[config.mk]
export PLATFORM = sky130hd
export DESIGN_NAME = aes_strm_sink_flat
export DESIGN_NICKNAME = d
export VERILOG_FILES = /design/src/rtl/aes_strm_sink_pkg.sv /design/src/rtl/axi_stream_t.sv /design/src/rtl/aes_strm_sink_strm_digest.sv /design/src/rtl/aes_strm_sink.sv /design/src/flat_wrapper.sv
export SDC_FILE = /design/constraint.sdc
export NUM_CORES = 1
export LEC_CHECK = 0
export CAP_MARGIN = 25
export CORE_AREA = 2 2 264 266
export DETAILED_ROUTE_END_ITERATION = 10
export DIE_AREA = 0 0 266 268
export GPL_TIMING_DRIVEN = 0
export PLACE_DENSITY_LB_ADDON = 0.15
export REMOVE_ABC_BUFFERS = 1
export SYNTH_ARGS = -nofsm -noshare
export SYNTH_HDL_FRONTEND = slang
export SYNTH_SLANG_ARGS = --single-unit
export TNS_END_PERCENT = 30
[constraint.sdc]
create_clock -name clk -period 31 [get_ports clk]
set_input_delay 4.65 -clock clk [delete_from_list [all_inputs] [get_ports clk]]
set_output_delay 4.65 -clock clk [all_outputs]
set_load 0.03 [all_outputs]
[src/rtl/aes_strm_sink_pkg.sv]
// rtl/aes_strm_sink_pkg.sv - shared types and constants for the AES stream sink
//
// Purpose: state enum, soft register map, status bit positions, stream
//          geometry and the 512-to-64 lane fold helper.
// Ports:   none (package).
package aes_strm_sink_pkg;

    localparam int LANES     = 8;
    localparam int LANE_W    = 64;
    localparam int TDATA_W   = LANES * LANE_W;
    localparam int TDEST_W   = 5;
    localparam int SR_ADDR_W = 32;
    localparam int SR_DATA_W = 64;

    typedef enum logic [1:0] {
        ST_IDLE = 2'd0,
        ST_RUN  = 2'd1,
        ST_DONE = 2'd2
    } state_e;

    // Write-side register addresses
    localparam logic [6:0] ADDR_START    = 7'h00;
    localparam logic [6:0] ADDR_ABORT    = 7'h08;
    // Read-side register addresses
    localparam logic [6:0] ADDR_ACCEPTED = 7'h00;
    localparam logic [6:0] ADDR_REMAIN   = 7'h08;
    localparam logic [6:0] ADDR_DIGEST   = 7'h10;
    localparam logic [6:0] ADDR_STATUS   = 7'h18;
    localparam logic [6:0] ADDR_PKTS     = 7'h20;
    localparam logic [6:0] ADDR_CYCLES   = 7'h28;
    localparam logic [6:0] ADDR_THROTTLE = 7'h30;

    // Status word layout
    localparam int STAT_STATE_LSB  = 0;
    localparam int STAT_OVF_BIT    = 2;
    localparam int STAT_TMO_BIT    = 3;
    localparam int STAT_DEST_LSB   = 8;
    localparam int STAT_OVFCNT_LSB = 16;

    typedef struct packed {
        logic                 valid;
        logic                 isWrite;
        logic [SR_ADDR_W-1:0] addr;
        logic [SR_DATA_W-1:0] data;
    } SoftRegReq;

    typedef struct packed {
        logic                 valid;
        logic [SR_DATA_W-1:0] data;
    } SoftRegResp;

    // XOR of all 64-bit lanes of one beat
    function automatic logic [LANE_W-1:0] lane_fold(input logic [TDATA_W-1:0] data);
        logic [LANE_W-1:0] acc;
        acc = '0;
        for (int i = 0; i < LANES; i++) begin
            acc ^= data[i*LANE_W +: LANE_W];
        end
        return acc;
    endfunction

endpackage

[src/rtl/axi_stream_t.sv]
// rtl/axi_stream_t.sv - user-side virtual stream interface
//
// Purpose: bundles tdata/tdest/tlast/tvalid/tready of one stream.
// Ports:   master drives tdata, tdest, tlast, tvalid and samples tready;
//          slave is the mirror image.
interface axi_stream_t #(
    parameter int DATA_W = 512,
    parameter int DEST_W = 5
);
    logic [DATA_W-1:0] tdata;
    logic [DEST_W-1:0] tdest;
    logic              tlast;
    logic              tvalid;
    logic              tready;

    modport master (output tdata, output tdest, output tlast, output tvalid, input tready);
    modport slave  (input tdata, input tdest, input tlast, input tvalid, output tready);
endinterface

[src/rtl/aes_strm_sink_strm_digest.sv]
// rtl/aes_strm_sink_strm_digest.sv - lane fold and rotate-xor digest accumulator
//
// Purpose: folds each 512-bit beat to 64 bits and accumulates it as
//          digest <= rotl1(digest) ^ fold.
// Ports:   clk, rst    clock, async active-high reset
//          clr_i       zero the digest (wins over en_i)
//          en_i        accumulate tdata_i this cycle
//          tdata_i     512-bit beat
//          digest_o    current digest
module strm_digest
    import aes_strm_sink_pkg::*;
(
    input  logic               clk,
    input  logic               rst,
    input  logic               clr_i,
    input  logic               en_i,
    input  logic [TDATA_W-1:0] tdata_i,
    output logic [LANE_W-1:0]  digest_o
);

    logic [LANE_W-1:0] digest_q;
    logic [LANE_W-1:0] digest_d;

    always_comb begin
        digest_d = digest_q;
        if (clr_i) begin
            digest_d = '0;
        end else if (en_i) begin
            digest_d = {digest_q[LANE_W-2:0], digest_q[LANE_W-1]} ^ lane_fold(tdata_i);
        end
    end

    always_ff @(posedge clk or posedge rst) begin
        if (rst) begin
            digest_q <= '0;
        end else begin
            digest_q <= digest_d;
        end
    end

    assign digest_o = digest_q;

endmodule

[src/rtl/aes_strm_sink.sv]
// rtl/aes_strm_sink.sv - AES stream sink: beat/packet counting, digest, watchdog
//
// Purpose: terminates the user-side stream, counts beats against a host
//          programmed expectation, folds data into a 64-bit digest and
//          exposes results through the soft register interface.
// Ports:   clk, rst       clock, async active-high reset
//          softreg_req    soft register request (valid, isWrite, addr, data)
//          softreg_resp   read response, one cycle after the read strobe
//          axis_s         incoming 512-bit stream; this block drives tready
// Option:  STRM_SINK_THROTTLE_EN adds register 0x30 (T) which inserts one
//          tready=0 cycle after every T ready cycles.
module aes_strm_sink
    import aes_strm_sink_pkg::*;
#(
    parameter int TIMEOUT_LOG = 20,
    parameter int CNT_W       = 34
) (
    input  logic       clk,
    input  logic       rst,
    input  SoftRegReq  softreg_req,
    output SoftRegResp softreg_resp,
    axi_stream_t.slave axis_s
);

    // Watchdog saturates at exactly 2^TIMEOUT_LOG
    localparam logic [TIMEOUT_LOG:0] IDLE_MAX = {1'b1, {TIMEOUT_LOG{1'b0}}};

    state_e               state_q, state_d;
    logic [CNT_W-1:0]     exp_q, exp_d;
    logic [CNT_W-1:0]     acc_q, acc_d;
    logic [CNT_W-1:0]     pkts_q, pkts_d;
    logic [63:0]          cyc_q, cyc_d;
    logic [TIMEOUT_LOG:0] idle_q, idle_d;
    logic                 ovf_q, ovf_d;
    logic                 tmo_q, tmo_d;
    logic [15:0]          ovf_cnt_q, ovf_cnt_d;
    logic [TDEST_W-1:0]   dest_q, dest_d;
    logic                 rvalid_q;
    logic [63:0]          rdata_q, rdata_d;

    logic                 wr;
    logic                 wr_start;
    logic                 wr_abort;
    logic                 rd_req;
    logic                 active;
    logic                 tready;
    logic                 beat;
    logic                 dig_en;
    logic [63:0]          digest;
    logic [63:0]          status;
    logic                 unused_bits;

    assign wr       = softreg_req.valid && softreg_req.isWrite;
    assign wr_start = wr && (softreg_req.addr[6:0] == ADDR_START);
    assign wr_abort = wr && (softreg_req.addr[6:0] == ADDR_ABORT);
    assign rd_req   = softreg_req.valid && !softreg_req.isWrite;
    assign active   = (state_q != ST_IDLE);
    assign beat     = axis_s.tvalid && tready;

    // Only addr[6:0] and data[CNT_W-1:0] carry meaning
    assign unused_bits = ^{softreg_req.addr, softreg_req.data};

`ifdef STRM_SINK_THROTTLE_EN
    logic       wr_thr;
    logic [7:0] thr_t_q, thr_t_d;
    logic [7:0] thr_run_q, thr_run_d;
    logic       thr_block;

    assign wr_thr    = wr && (softreg_req.addr[6:0] == ADDR_THROTTLE);
    // After T consecutive ready cycles, drop tready for one cycle
    assign thr_block = (thr_t_q != 8'd0) && (thr_run_q >= thr_t_q);
    assign tready    = active && !thr_block;
    assign thr_run_d = (tready && (thr_t_q != 8'd0)) ? thr_run_q + 8'd1 : 8'd0;
    assign thr_t_d   = wr_thr ? softreg_req.data[7:0] : thr_t_q;

    always_ff @(posedge clk or posedge rst) begin
        if (rst) begin
            thr_t_q   <= 8'd0;
            thr_run_q <= 8'd0;
        end else begin
            thr_t_q   <= thr_t_d;
            thr_run_q <= thr_run_d;
        end
    end
`else
    assign tready = active;
`endif

    assign axis_s.tready = tready;

    // Overflow beats in DONE are consumed but never folded
    assign dig_en = beat && (state_q == ST_RUN) && !wr_start;

    strm_digest u_digest (
        .clk      (clk),
        .rst      (rst),
        .clr_i    (wr_start),
        .en_i     (dig_en),
        .tdata_i  (axis_s.tdata),
        .digest_o (digest)
    );

    // Next-state and counter update; a start write overrides any beat
    always_comb begin
        state_d   = state_q;
        exp_d     = exp_q;
        acc_d     = acc_q;
        pkts_d    = pkts_q;
        cyc_d     = cyc_q;
        idle_d    = idle_q;
        ovf_d     = ovf_q;
        tmo_d     = tmo_q;
        ovf_cnt_d = ovf_cnt_q;
        dest_d    = dest_q;

        if (wr_start) begin
            exp_d     = softreg_req.data[CNT_W-1:0];
            acc_d     = '0;
            pkts_d    = '0;
            cyc_d     = '0;
            idle_d    = '0;
            ovf_d     = 1'b0;
            tmo_d     = 1'b0;
            ovf_cnt_d = '0;
            dest_d    = '0;
            state_d   = (softreg_req.data[CNT_W-1:0] == '0) ? ST_DONE : ST_RUN;
        end else begin
            if (beat && (state_q == ST_RUN)) begin
                acc_d = acc_q + CNT_W'(1);
                if (axis_s.tlast) begin
                    pkts_d = pkts_q + CNT_W'(1);
                    dest_d = axis_s.tdest;
                end
                if (acc_q + CNT_W'(1) == exp_q) begin
                    state_d = ST_DONE;
                end
            end
            if (beat && (state_q == ST_DONE)) begin
                ovf_d = 1'b1;
                if (ovf_cnt_q != 16'hFFFF) begin
                    ovf_cnt_d = ovf_cnt_q + 16'd1;
                end
            end
            if (state_q == ST_RUN) begin
                cyc_d = cyc_q + 64'd1;
                if (beat) begin
                    idle_d = '0;
                end else if (idle_q != IDLE_MAX) begin
                    idle_d = idle_q + (TIMEOUT_LOG+1)'(1);
                end
                if (idle_d == IDLE_MAX) begin
                    tmo_d = 1'b1;
                end
            end
            if (wr_abort) begin
                state_d = ST_IDLE;
            end
        end
    end

    always_comb begin
        status = '0;
        status[STAT_OVFCNT_LSB +: 16]    = ovf_cnt_q;
        status[STAT_DEST_LSB +: TDEST_W] = dest_q;
        status[STAT_TMO_BIT]             = tmo_q;
        status[STAT_OVF_BIT]             = ovf_q;
        status[STAT_STATE_LSB +: 2]      = state_q;
    end

    // Read mux samples pre-update register values
    always_comb begin
        rdata_d = '0;
        if (rd_req) begin
            case (softreg_req.addr[6:0])
                ADDR_ACCEPTED: rdata_d = 64'(acc_q);
                ADDR_REMAIN:   rdata_d = (state_q == ST_RUN) ? 64'(exp_q - acc_q) : 64'd0;
                ADDR_DIGEST:   rdata_d = digest;
                ADDR_STATUS:   rdata_d = status;
                ADDR_PKTS:     rdata_d = 64'(pkts_q);
                ADDR_CYCLES:   rdata_d = cyc_q;
`ifdef STRM_SINK_THROTTLE_EN
                ADDR_THROTTLE: rdata_d = 64'(thr_t_q);
`endif
                default:       rdata_d = '0;
            endcase
        end
    end

    always_ff @(posedge clk or posedge rst) begin
        if (rst) begin
            state_q   <= ST_IDLE;
            exp_q     <= '0;
            acc_q     <= '0;
            pkts_q    <= '0;
            cyc_q     <= '0;
            idle_q    <= '0;
            ovf_q     <= 1'b0;
            tmo_q     <= 1'b0;
            ovf_cnt_q <= '0;
            dest_q    <= '0;
            rvalid_q  <= 1'b0;
            rdata_q   <= '0;
        end else begin
            state_q   <= state_d;
            exp_q     <= exp_d;
            acc_q     <= acc_d;
            pkts_q    <= pkts_d;
            cyc_q     <= cyc_d;
            idle_q    <= idle_d;
            ovf_q     <= ovf_d;
            tmo_q     <= tmo_d;
            ovf_cnt_q <= ovf_cnt_d;
            dest_q    <= dest_d;
            rvalid_q  <= rd_req;
            rdata_q   <= rdata_d;
        end
    end

    assign softreg_resp.valid = rvalid_q;
    assign softreg_resp.data  = rdata_q;

endmodule

[src/flat_wrapper.sv]
// flat-port wrapper written by rule: the top's interface ports become plain ports
module aes_strm_sink_flat import aes_strm_sink_pkg::*;
#(
    parameter int TIMEOUT_LOG = 20,
    parameter int CNT_W       = 34
)
  (clk, rst, softreg_req, softreg_resp, axis_s_tdata, axis_s_tdest, axis_s_tlast, axis_s_tvalid, axis_s_tready);
  axi_stream_t #(.DATA_W(512), .DEST_W(5)) axis_s_i ();
  input  logic clk;
  input  logic rst;
  input  SoftRegReq softreg_req;
  output SoftRegResp softreg_resp;
  input wire logic [$bits(axis_s_i.tdata)-1:0] axis_s_tdata;
  input wire logic [$bits(axis_s_i.tdest)-1:0] axis_s_tdest;
  input wire logic [$bits(axis_s_i.tlast)-1:0] axis_s_tlast;
  input wire logic [$bits(axis_s_i.tvalid)-1:0] axis_s_tvalid;
  output wire logic [$bits(axis_s_i.tready)-1:0] axis_s_tready;
  assign axis_s_i.tdata = axis_s_tdata;
  assign axis_s_i.tdest = axis_s_tdest;
  assign axis_s_i.tlast = axis_s_tlast;
  assign axis_s_i.tvalid = axis_s_tvalid;
  assign axis_s_tready = axis_s_i.tready;
  aes_strm_sink #(.TIMEOUT_LOG(TIMEOUT_LOG), .CNT_W(CNT_W)) u_core (.clk(clk), .rst(rst), .softreg_req(softreg_req), .softreg_resp(softreg_resp), .axis_s(axis_s_i));
endmodule
Yosys cells after proc, flatten, opt, wreduce, memory -nomap -nowiden --
Cells that the tools add are included.
Storage, ports and cells: input port bits 619, register bits after elaboration 341, output and inout bits 66, logic and storage cells 98
Cells by class: $add $sub $neg 6, multiplexer cells 34, bitwise logic cells 8, reductions and logical operators 26, equal/unequal tests 11
Operators with widths (number):
- bitwise XOR 64 bit | 8
- two-way mux 64 bit | 6
- one-hot mux 64 bit (6 select lines) | 1
- two-way mux 34 bit | 5
- two-way mux 21 bit | 6
- adder 34 x 1 -> 34 bit (second input constant) | 2
- adder 64 x 1 -> 64 bit (second input constant) | 1
- two-way mux 16 bit | 3
- subtractor 34 x 34 -> 35 bit | 1
- == test 34 bit | 1
- zero test 34 bit | 1
- adder 21 x 1 -> 21 bit (second input constant) | 1
- == test 21 bit (second input constant) | 1
- != test 21 bit (second input constant) | 1
- adder 16 x 1 -> 16 bit (second input constant) | 1
- != test 16 bit (second input constant) | 1
- nonzero test 2 bit | 8
- two-way mux 5 bit | 3
- == test 7 x 5 -> 1 bit (second input constant) | 2
- == test 7 x 6 -> 1 bit (second input constant) | 2
- two-way mux 2 bit | 5
- logical AND 1 bit | 8
- AND reduction 2 bit | 4
- == test 7 x 4 -> 1 bit (second input constant) | 1
- 6 further kinds | 12

Depth between registers and ports, before layout --
Gate-level depths: netlist (run 1).
depth after elaboration 10, depth in mapped cells 13, gate-level depth less buffers 12

By module --
Synthesis (run 1) repeated with hierarchy kept, for this count alone.
Unflattened totals: cell total of the unflattened synthesis 2603, area, all modules 24304.6 um^2
Modules (own cells, without submodules):
- aes_strm_sink | cells an instance 1869, instances 1, area each 16178.0 um^2, sequential area each 6931.6 um^2
- strm_digest | cells an instance 734, instances 1, area each 8126.5 um^2, sequential area each 1601.5 um^2

Worst setup path before layout (run 1) --
No wires, ideal clock.
path kind input-to-reg, start input port softreg_req[70] (netlist name), end register u_core.pkts_q[25], setup time 0.078 ns, slack 23.791 ns, stages 10, data arrival time 7.131 ns, path buffers 3, required time 30.922 ns, cell sequence or4_1 clkbuf_1 nor4b_4 o21ai_1 or4_1 clkbuf_1 nand2b_1 buf_2 or3_1 a21oi_1
On the way: cells in the longest elaborated chain, start to end 4, elaborated cells between the ends (all ways) 6, those cells by class mux (1); reduce/logical (5)
RTL lines:
- start, declared | line flat_wrapper.sv:11 | input SoftRegReq softreg_req;
- zero test 7 bit * | line aes_strm_sink.sv:54 | assign wr_start = wr && (softreg_req.addr[6:0] == ADDR_START);
- logical AND 1 bit * | line aes_strm_sink.sv:54
- nonzero test 2 bit (no line)
- AND reduction 2 bit (no line)
- end signal, assigned | line aes_strm_sink.sv:207 | pkts_q <= pkts_d;
- end, declared | line aes_strm_sink.sv:31 | logic [CNT_W-1:0] pkts_q, pkts_d;
Mark *: on every way between the ends. The rest lies on a longest branch, timed or not. A chain may end at the register's enable or synchronous reset.

Worst setup path in the final report (run 1) --
start input port softreg_req[70] (netlist name), end register u_core.pkts_q[32]
The elaborated chain is that of the path after synthesis.

==> results.md, run 1 <==
- Area grow syn2layout: 37.3%
- Post-CTS setup buffer count: 0
- Worst EP arrival: 8640 ps
- Die Area: 71,300 um^2
- Top Ports: 685
- All-Layer GR Usage: 0.223
- Routed Antenna Nets: 0
- Final period util: 0.263
- CTS max path bufs: 3
- First-pass GRT wire length: 125,000 um
- Max frequency: 123 MHz
- Hold endpoint: u_core.ovf_q
- Global placement routability congestion: 0.885
- Final core utilization: 0.477
- Final setup fails: 0
- Post-DR wirelength/cell: 19.2 um
- Post-cts hold buffer count: 0
- Worst setup path class: in2reg
- # nets final: 3,957
- Max Cap Violations: 0
- Sequential area share after synthesis: 0.360
- Yosys reg bits: ~340
- Clk slew on worst S/H paths: roughly 60 ps
- R2R Path End: u_core.state_q[0]
- Hpwl dp: roughly 64,000 um
- Final hold violation count: 0
- Chip width: around 270 um
- Final WL: 81,000 um
- Synth area leader: dfrtp_1
- Setup Skew: between 15 and 20 ps
- Initial DRC count: 1,155
- Initial antenna violation count: 3
- Hold Crit Class: reg2reg
- PostCTS Resize Cnt: 0
- P_leak: around 13 nW
- Main area contributors after synthesis: dfrtp_1 (36%), xnor2_1 (18%), xor2_1 (7.8%)
- Worst Path Required: 31,480 ps
- Worst-Margin Slew: 976 ps
- Core area: roughly 68,000 um^2
- Cell count after synthesis: 2,723
- GRT Residual Overflow: 0
- Netlist cell types: 69
- PortBufs: approximately 630
- Clk_lat worst skew: 580 ps
- Power Dens Cells: just over 50 nW/um^2
- Ys flop type: dfrtp_1
- List of most frequent post-synthesis cells: xnor2_1 (494), nand2_1 (344), dfrtp_1 (341)
- CTS Buf Count: 41
- Initial Utilization: 0.348
- Worst r2r path cells: 10
- # DRC: 0
- FILL cells: 6,490
- CTS root buf: clkbuf_16
- # rows: 96
- EDFF count, synth: 0
- Top-count cell post-synth: xnor2_1
- CP Max Fanout: 16
- Synth top area share: 0.360
- Die height: 268 um
- Crit start category: primary input
- Max_slew headroom: 0.341
- Pre-Repair DR Iteration Count: 8
- Avg Vias per Cell: 5.13
- Htree depth: 2
- Slew Limit Fails: 0
- Largest net degree at the start of global routing: 126
- Worst R2R Setup Slack: 26,660 ps
- Layout cells sized above 1: 0.0421
- Status: complete, no violations
- Detailed-route via count: 21,603
- CTS tree: built
- Endpoint class of the critical path: flip-flop
- Total clock sinks: 341
- Synthesized area: 23,700 um^2
- Number of global-route vias before repair: 22,025
- Fin crit period: between 8000 and 9000 ps
- Worst hold path cell count: 2
- Sum Neg Setup Slack: 0 ps
- Hold Startpoint: u_core.ovf_q
- Crit Reg-Reg Startpoint: u_core.state_q[0]
- Async SR Flop Fraction: 1.00
- Synthesized area per cell: 8.71 um^2
- Ys Warns: 0
- FF+latch area: approximately 8500 um^2
- RSZ-0062 raised after global routing: no
- Area of the multi-input gates: 14,500 um^2
- Peak VDD IR: between 30 and 40 uV
## cell families (layout without fill, tap and decap cells)
family / count (synthesis) / in the layout / synth area share
buffers and inverters: 194 / 797 / 0.0312
DFF: 341 / 341 / 0.360
other: 0 / 1 / 0
AOI/OAI and AO/OA: 488 / 488 / 0.123
muxes: 57 / 57 / 0.0249
xor gates and xnor gates: 705 / 705 / 0.260
adders and majority gates: 41 / 41 / 0.0219
and+or+nand+nor: 897 / 897 / 0.179
## worst max-delay path, cell delays in order
cell and delay, ps:
clkdlybuf4s50_1 390, or4_1 690, nor4b_4 710, buf_8 240, buf_8 170, o21ai_1 100, nor3_1 730, nand3_1 360
or3_1 430, a21oi_1 160
## cell usage in the layout, fill, tap and decap left out, types with 46 or more instances in the layout
cell type,synthesis,layout
clkdlybuf4s50_1,0,628
xnor2_1,494,494
nand2_1,344,343
dfrtp_1,341,341
xor2_1,211,211
nor2_1,200,197
a21oi_1,189,189
o21ai_0,133,133
nand3_1,73,73
nand4_1,59,59
inv_1,59,58
or3_1,46,46
## area by class of cell
class                      instances  area share
antenna                            1   0.0000768
clock buffer                      60      0.0368
clock inverter                    12     0.00373
inverter                          59     0.00703
multi-input combinational       2188       0.445
sequential                       341       0.262
tap                              882      0.0339
timing repair buffer             666       0.212
## worst max path at each step
stage	from	end	slack, ps
floorplan	rst	u_core.acc_q[0]	16900
global placement	softreg_req[68]	u_core.pkts_q[24]	9710
detailed placement	softreg_req[70]	u_core.rdata_q[45]	21830
CTS	softreg_req[70]	u_core.rdata_q[45]	22440
global route	softreg_req[70]	u_core.pkts_q[24]	22620
finish	softreg_req[70]	u_core.pkts_q[32]	22840
## layer usage
| metal | GRT usage | routed length [um] | part of all wire | vias up |
|---|---|---|---|---|
| met5 | 0 | 13 | 0.00016 | - |
| met4 | 0.0753 | 2580 | 0.032 | 2 |
| li1 | - | - | - | 10473 |
| met3 | 0.0360 | 4720 | 0.058 | 124 |
| met2 | 0.407 | 41200 | 0.51 | 719 |
| met1 | 0.265 | 32500 | 0.40 | 10285 |
## state kept, by name, indices dropped and copies added (netlist names)
name / flops
u_core.rvalid_q: 1
u_core.exp_q: 34
u_core.pkts_q: 34
u_core.ovf_q: 1
u_core.idle_q: 21
u_core.u_digest.digest_o: 64
u_core.tmo_q: 1
u_core.acc_q: 34
u_core.dest_q: 5
u_core.cyc_q: 64
u_core.ovf_cnt_q: 16
u_core.rdata_q: 64
u_core.state_q: 2
## stage by stage
stage               instance area, um^2  setup slack [ps]  total power, mW  std cells  hold WS [ps]
global route                      32600             22620             1.78       4208           528
finish                            32600             22840             1.67       4209           518
floorplan                         23200             16900            0.991       2588           450
global placement                  30600              9710             1.19       4099           487
CTS                               32500             22440             1.69       4206           510
detailed placement                31200             21830             1.20       4134           499
## power breakdown
group	internal, mW	switching [mW]
sequential	0.512	0.0960
combinational	0.312	0.270
clock	0.285	0.199
No activity file was read; power rests on OpenSTA's default activity.
==> run 2, diff against run 1 <==
- CORE_AREA: 2 2 264 266 -> 2 2 266 268
- DIE_AREA: 0 0 266 268 -> 0 0 268 270
- clock period: 31 -> 7.92 ns (I/O delays scaled with it)
==> run 2 against run 1 <==
  * Wire length hardly changed
  * Sequential power grew to 3.9 times the previous value
  * Largest power group unchanged
  * Global-route usage is 0.61 points lower
  * Critical path type unchanged
  * Clock skew is 11 ps higher
  * Largest cell class unchanged
  * Power grew to 4.0 times the previous value
  * Sequential share of layout area is 0.18 points lower
==> results.md, run 2 (same netlist as run 1, synthesis figures left out) <==
- Final WL: between 80,000 and 90,000 um
- # DRC: 0
- Worst R2R Setup Slack: roughly 3700 ps
- Setup Skew: 29.5 ps
- Layout cells sized above 1: 0.0433
- Initial antenna violation count: 3
- Worst r2r path cells: 10
- Avg Vias per Cell: 5.08
- GRT Residual Overflow: 0
- CTS root buf: clkbuf_16
- Worst hold path cell count: 2
- Placed insts: approximately 4,200
- Initial Utilization: 0.341
- Die height: 270 um
- Peak VDD IR: 125 uV
- Pre-Repair DR Iteration Count: 5
- Hold Crit Class: reg2reg
- Die Area: 72,400 um^2
- Worst setup path class: in2reg
- Final setup fails: 0
- CP Max Fanout: 27
- Endpoint class of the critical path: flip-flop
- First-pass GRT wire length: approximately 120,000 um
- Max frequency: 223 MHz
- Sum Neg Setup Slack: 0 ps
- Hold endpoint: u_core.ovf_q
- Worst EP arrival: between 4000 and 5000 ps
- Commonest non-fill, non-tap cell in the layout: clkdlybuf4s50_1
- CTS Buf Count: 43
- Max Cap Violations: 0
- Chip width: 268 um
- Hold Startpoint: u_core.ovf_q
- Finished Layout Cells: 4,270
- Post-cts hold buffer count: 0
- Post-CTS setup buffer count: 0
- Slew Limit Fails: 0
- All-Layer GR Usage: 0.217
- Core area: ~70,000 um^2
- Largest net degree at the start of global routing: 110
- CTS tree: built
- # nets final: roughly 4,000
- Htree depth: 2
- Hpwl dp: 64,000 um
- Crit start category: primary input
- Clk slew on worst S/H paths: roughly 60 ps
- Global placement routability congestion: 0.885
- Number of global-route vias before repair: 21,875
- Max_slew headroom: 0.247
- Fin crit period: approximately 4500 ps
- # rows: 97
- RSZ-0062 raised after global routing: no
- Worst-Margin Slew: about 1100 ps
- FILL cells: about 6,600
- Total clock sinks: 341
- PortBufs: 629
- Detailed-route via count: between 20,000 and 25,000
- Post-DR wirelength/cell: 19.0 um
- Initial DRC count: 1,112
- Final hold violation count: 0
- Crit Reg-Reg Startpoint: u_core.state_q[1]
- Final period util: 0.565
- Routed Antenna Nets: 0
- Status: complete, no violations
- Clk_lat worst skew: between 500 and 600 ps
- Area grow syn2layout: 38.2%
- CTS max path bufs: 3
- Power Dens Cells: 206 nW/um^2
- Most frequent cells in the layout: clkdlybuf4s50_1 (628), xnor2_1 (494), nand2_1 (343)
- P_leak: roughly 13 nW
- Top Ports: 685
- Final core utilization: 0.472
- PostCTS Resize Cnt: 0
- R2R Path End: u_core.state_q[0]
- Worst Path Required: 8340 ps
## run 2: stage by stage
stage          instance area [um^2]  setup slack (ps)  total power [mW]  hold slack, ps
2_1_floorplan                 23200             -2720              3.88             450
3_3_place_gp                  30700             -9540              4.66             489
3_5_place_dp                  31300              2330              4.69             505
4_1_cts                       32800              2950              6.83             524
5_1_grt                       32800              3230              7.16             567
6_report                      32800              3450              6.74             524
## run 2: where the power goes
| part | leakage, nW | total (mW) | internal, mW | switching (mW) |
|---|---|---|---|---|
| registers | 4.51 | 2.37 | 2.00 | 0.362 |
| logic | 7.90 | 2.29 | 1.22 | 1.07 |
| clock network | 0.714 | 2.09 | 1.28 | 0.811 |
| total | 13.1 | 6.74 | 4.50 | 2.24 |
## run 2: how the worst max path moves through the flow
stage                    startpoint                  to  slack, ps  cells after the start
floorplan                       rst     u_core.acc_q[0]      -2720                      1
global placement    softreg_req[68]   u_core.pkts_q[24]      -9540                      7
detailed placement  softreg_req[70]   u_core.pkts_q[32]       2330                     10
CTS                 softreg_req[70]   u_core.pkts_q[32]       2950                     10
global route        softreg_req[70]  u_core.rdata_q[56]       3230                     10
finish              softreg_req[70]  u_core.rdata_q[56]       3450                     10
## run 2: final cells by class
cell class                      instances  area, um^2  share of cell area
Inverter                               59         229             0.00698
Tap cell                              940        1180              0.0359
Sequential cell                       341        8530               0.260
Antenna cell                            2        5.00            0.000153
Multi-Input combinational cell       2188       14500               0.442
Clock inverter                         17         256             0.00782
Timing Repair Buffer                  665        6880               0.210
Clock buffer                           58        1220              0.0373
## run 2: critical path, cell delays in order
cell	delay (ps)
clkdlybuf4s50_1	390
or4_1	700
nor2_1	240
and3_1	420
buf_16	210
nand2_1	230
a2111oi_0	790
o31ai_4	270
buf_8	240
o21ai_0	170
## run 2: layer usage
metal / global-route usage / vias up / wire (um)
li1: - / 10470 / -
met1: 0.255 / 10391 / 32300
met2: 0.398 / 727 / 41500
met3: 0.0301 / 113 / 4750
met4: 0.0754 / 4 / 2420
met5: 0 / - / 20
==> run 3, diff against run 2 <==
- clock period: 7.92 -> 4.4 ns (I/O delays scaled with it)
==> run 3 against run 2 <==
  * Sequential power is 80% higher
  * Clock skew is 2.1 ps higher
  * Clock power is 80% higher
  * Register-to-register slack worse by 3300 ps
  * First-iteration DRC count is 5.4% higher
  * Critical path depth is 1 lower
  * Critical path type is now reg2reg
  * Final cell count hardly changed
  * Sequential share of layout area hardly changed
  * Hold slack worse by 17 ps
  * Non-clock buffer count stayed put
  * Global-route usage stayed put
==> results.md, run 3 (same netlist as run 1, synthesis figures left out) <==
- Status: complete, no violations
- Endpoint class of the critical path: flip-flop
- Largest net degree at the start of global routing: 110
- Die height: 270 um
- Peak VDD IR: 225 uV
- Die Area: 72,400 um^2
- Slew Limit Fails: 0
- Most frequent cells in the layout: clkdlybuf4s50_1 (628), xnor2_1 (494), nand2_1 (343)
- Pre-CTS setup slack: -664 ps
- Htree depth: 2
- Max frequency: 246 MHz
- Final Cell Area: 32,800 um^2
- Top Ports: roughly 690
- First-pass GRT wire length: between 100,000 and 150,000 um
- GRT Residual Overflow: 0
- PortBufs: around 630
- Sw frac: 0.332
- Internal power: a little over 8 mW
- Switching power: 4.03 mW
- CP Max Fanout: 8
- Dpl cell area: between 30,000 and 40,000 um^2
- RSZ-0062 raised after global routing: no
- Initial DRC count: 1,172
- Total clock sinks: approximately 340
- Final setup fails: 0
- CTS max path bufs: 3
- Fin crit period: between 4000 and 5000 ps
- Layout cells sized above 1: 0.0433
- Clock power frac: 0.310
- CTS tree: built
- Power Total: 12.1 mW
- Crit start category: flip-flop
- Final period util: 0.925
- CTS root buf: clkbuf_16
- Sum Neg Setup Slack: 0 ps
- # DRC: 0
- Global placement routability congestion: 0.885
- Avg Vias per Cell: between 5 and 6
- Number of global-route vias before repair: 21,878
- Hold_ws: 507 ps
- All-Layer GR Usage: 0.217
- # rows: 97
- Hold Crit Class: in2async
- Pre-Repair DR Iteration Count: 5
- Post-DR wirelength/cell: 19.0 um
- Worst EP arrival: 4490 ps
- P_leak: roughly 13 nW
- Area of the multi-input gates: 14,500 um^2
- CTS Buf Count: 43
- Initial Utilization: 0.341
- Core area: 69,500 um^2
- FILL cells: 6,614
- Max_slew headroom: 0.258
- Clk_lat worst skew: 580 ps
- Placed insts: 4,191
- Detailed-route via count: between 20,000 and 25,000
- Flop pwr share: 0.351
- Worst setup path class: reg2reg
- # nets final: 3,958
- Max Cap Violations: 0
- Final WL: just over 80,000 um
- Chip width: 268 um
- Worst R2R Setup Slack: about 330 ps
- Final core utilization: 0.472
- Worst-Margin Slew: between 1000 and 1500 ps
- Finished Layout Cells: 4,271
- Area grow syn2layout: 38.3%
- Hpwl dp: 64,000 um
- Routed Antenna Nets: 0
- Post-cts hold buffer count: 0
- Power Dens Cells: 370 nW/um^2
- Setup ws final: ~330 ps
- Logic pwr share: 0.339
- FF+latch area: 8530 um^2
- Commonest non-fill, non-tap cell in the layout: clkdlybuf4s50_1
- Worst Path Required: between 4000 and 5000 ps
- Setup Skew: approximately 32 ps
- Initial antenna violation count: 3
- Clk slew on worst S/H paths: roughly 60 ps
- Final hold violation count: 0
run 3: final cells by class:
class,count,share of cell area
sequential,341,0.260
multi-input combinational,2188,0.442
timing repair buffer,665,0.210
inverter,59,0.00698
tap,940,0.0359
antenna,3,0.000229
clock inverter,17,0.00782
clock buffer,58,0.0373
run 3: critical path, cell delays in order (launching register included):
cell,delay [ps]
dfrtp_1,500
ha_1,310
nand3_1,310
or4_4,580
nor4_1,540
or4b_1,570
xnor2_1,200
o2111ai_1,150
nor4_2,630
o32ai_1,160
run 3: metal layers:
metal | vias up | global-route usage | routed length, um
met2 | 707 | 0.398 | 41500
met1 | 10405 | 0.255 | 32500
met3 | 111 | 0.0301 | 4610
met5 | - | 0 | 20
met4 | 4 | 0.0754 | 2410
li1 | 10467 | - | -
run 3: power by group through the flow:
stage	Combinational [mW]	Sequential, mW	Clock, mW
6_report	4.12	4.26	3.77
2_1_floorplan	2.91	4.07	0
4_1_cts	4.16	4.27	3.87
3_3_place_gp	4.06	4.33	0
5_1_grt	4.57	4.34	3.99
3_5_place_dp	4.12	4.33	0
run 3: final timing paths:
check,start,end,cells past startpoint
setup / recovery,u_core.acc_q[0],u_core.state_q[0],9
hold / removal,rst,u_core.rdata_q[55],2
setup reg to reg,u_core.acc_q[0],u_core.state_q[0],9
hold reg to reg,u_core.ovf_q,u_core.ovf_q,2
max in group asynchronous,rst,u_core.acc_q[25],4
min in group clk,u_core.ovf_q,u_core.ovf_q,2
run 3: repair_timing:
| action | CTS | global route |
|---|---|---|
| pin swaps | 1 | 0 |
| endpoints found under the setup margin | 2 | 2 |
| resized for setup | 0 | 1 |
| buffers inserted | 1 | 0 |
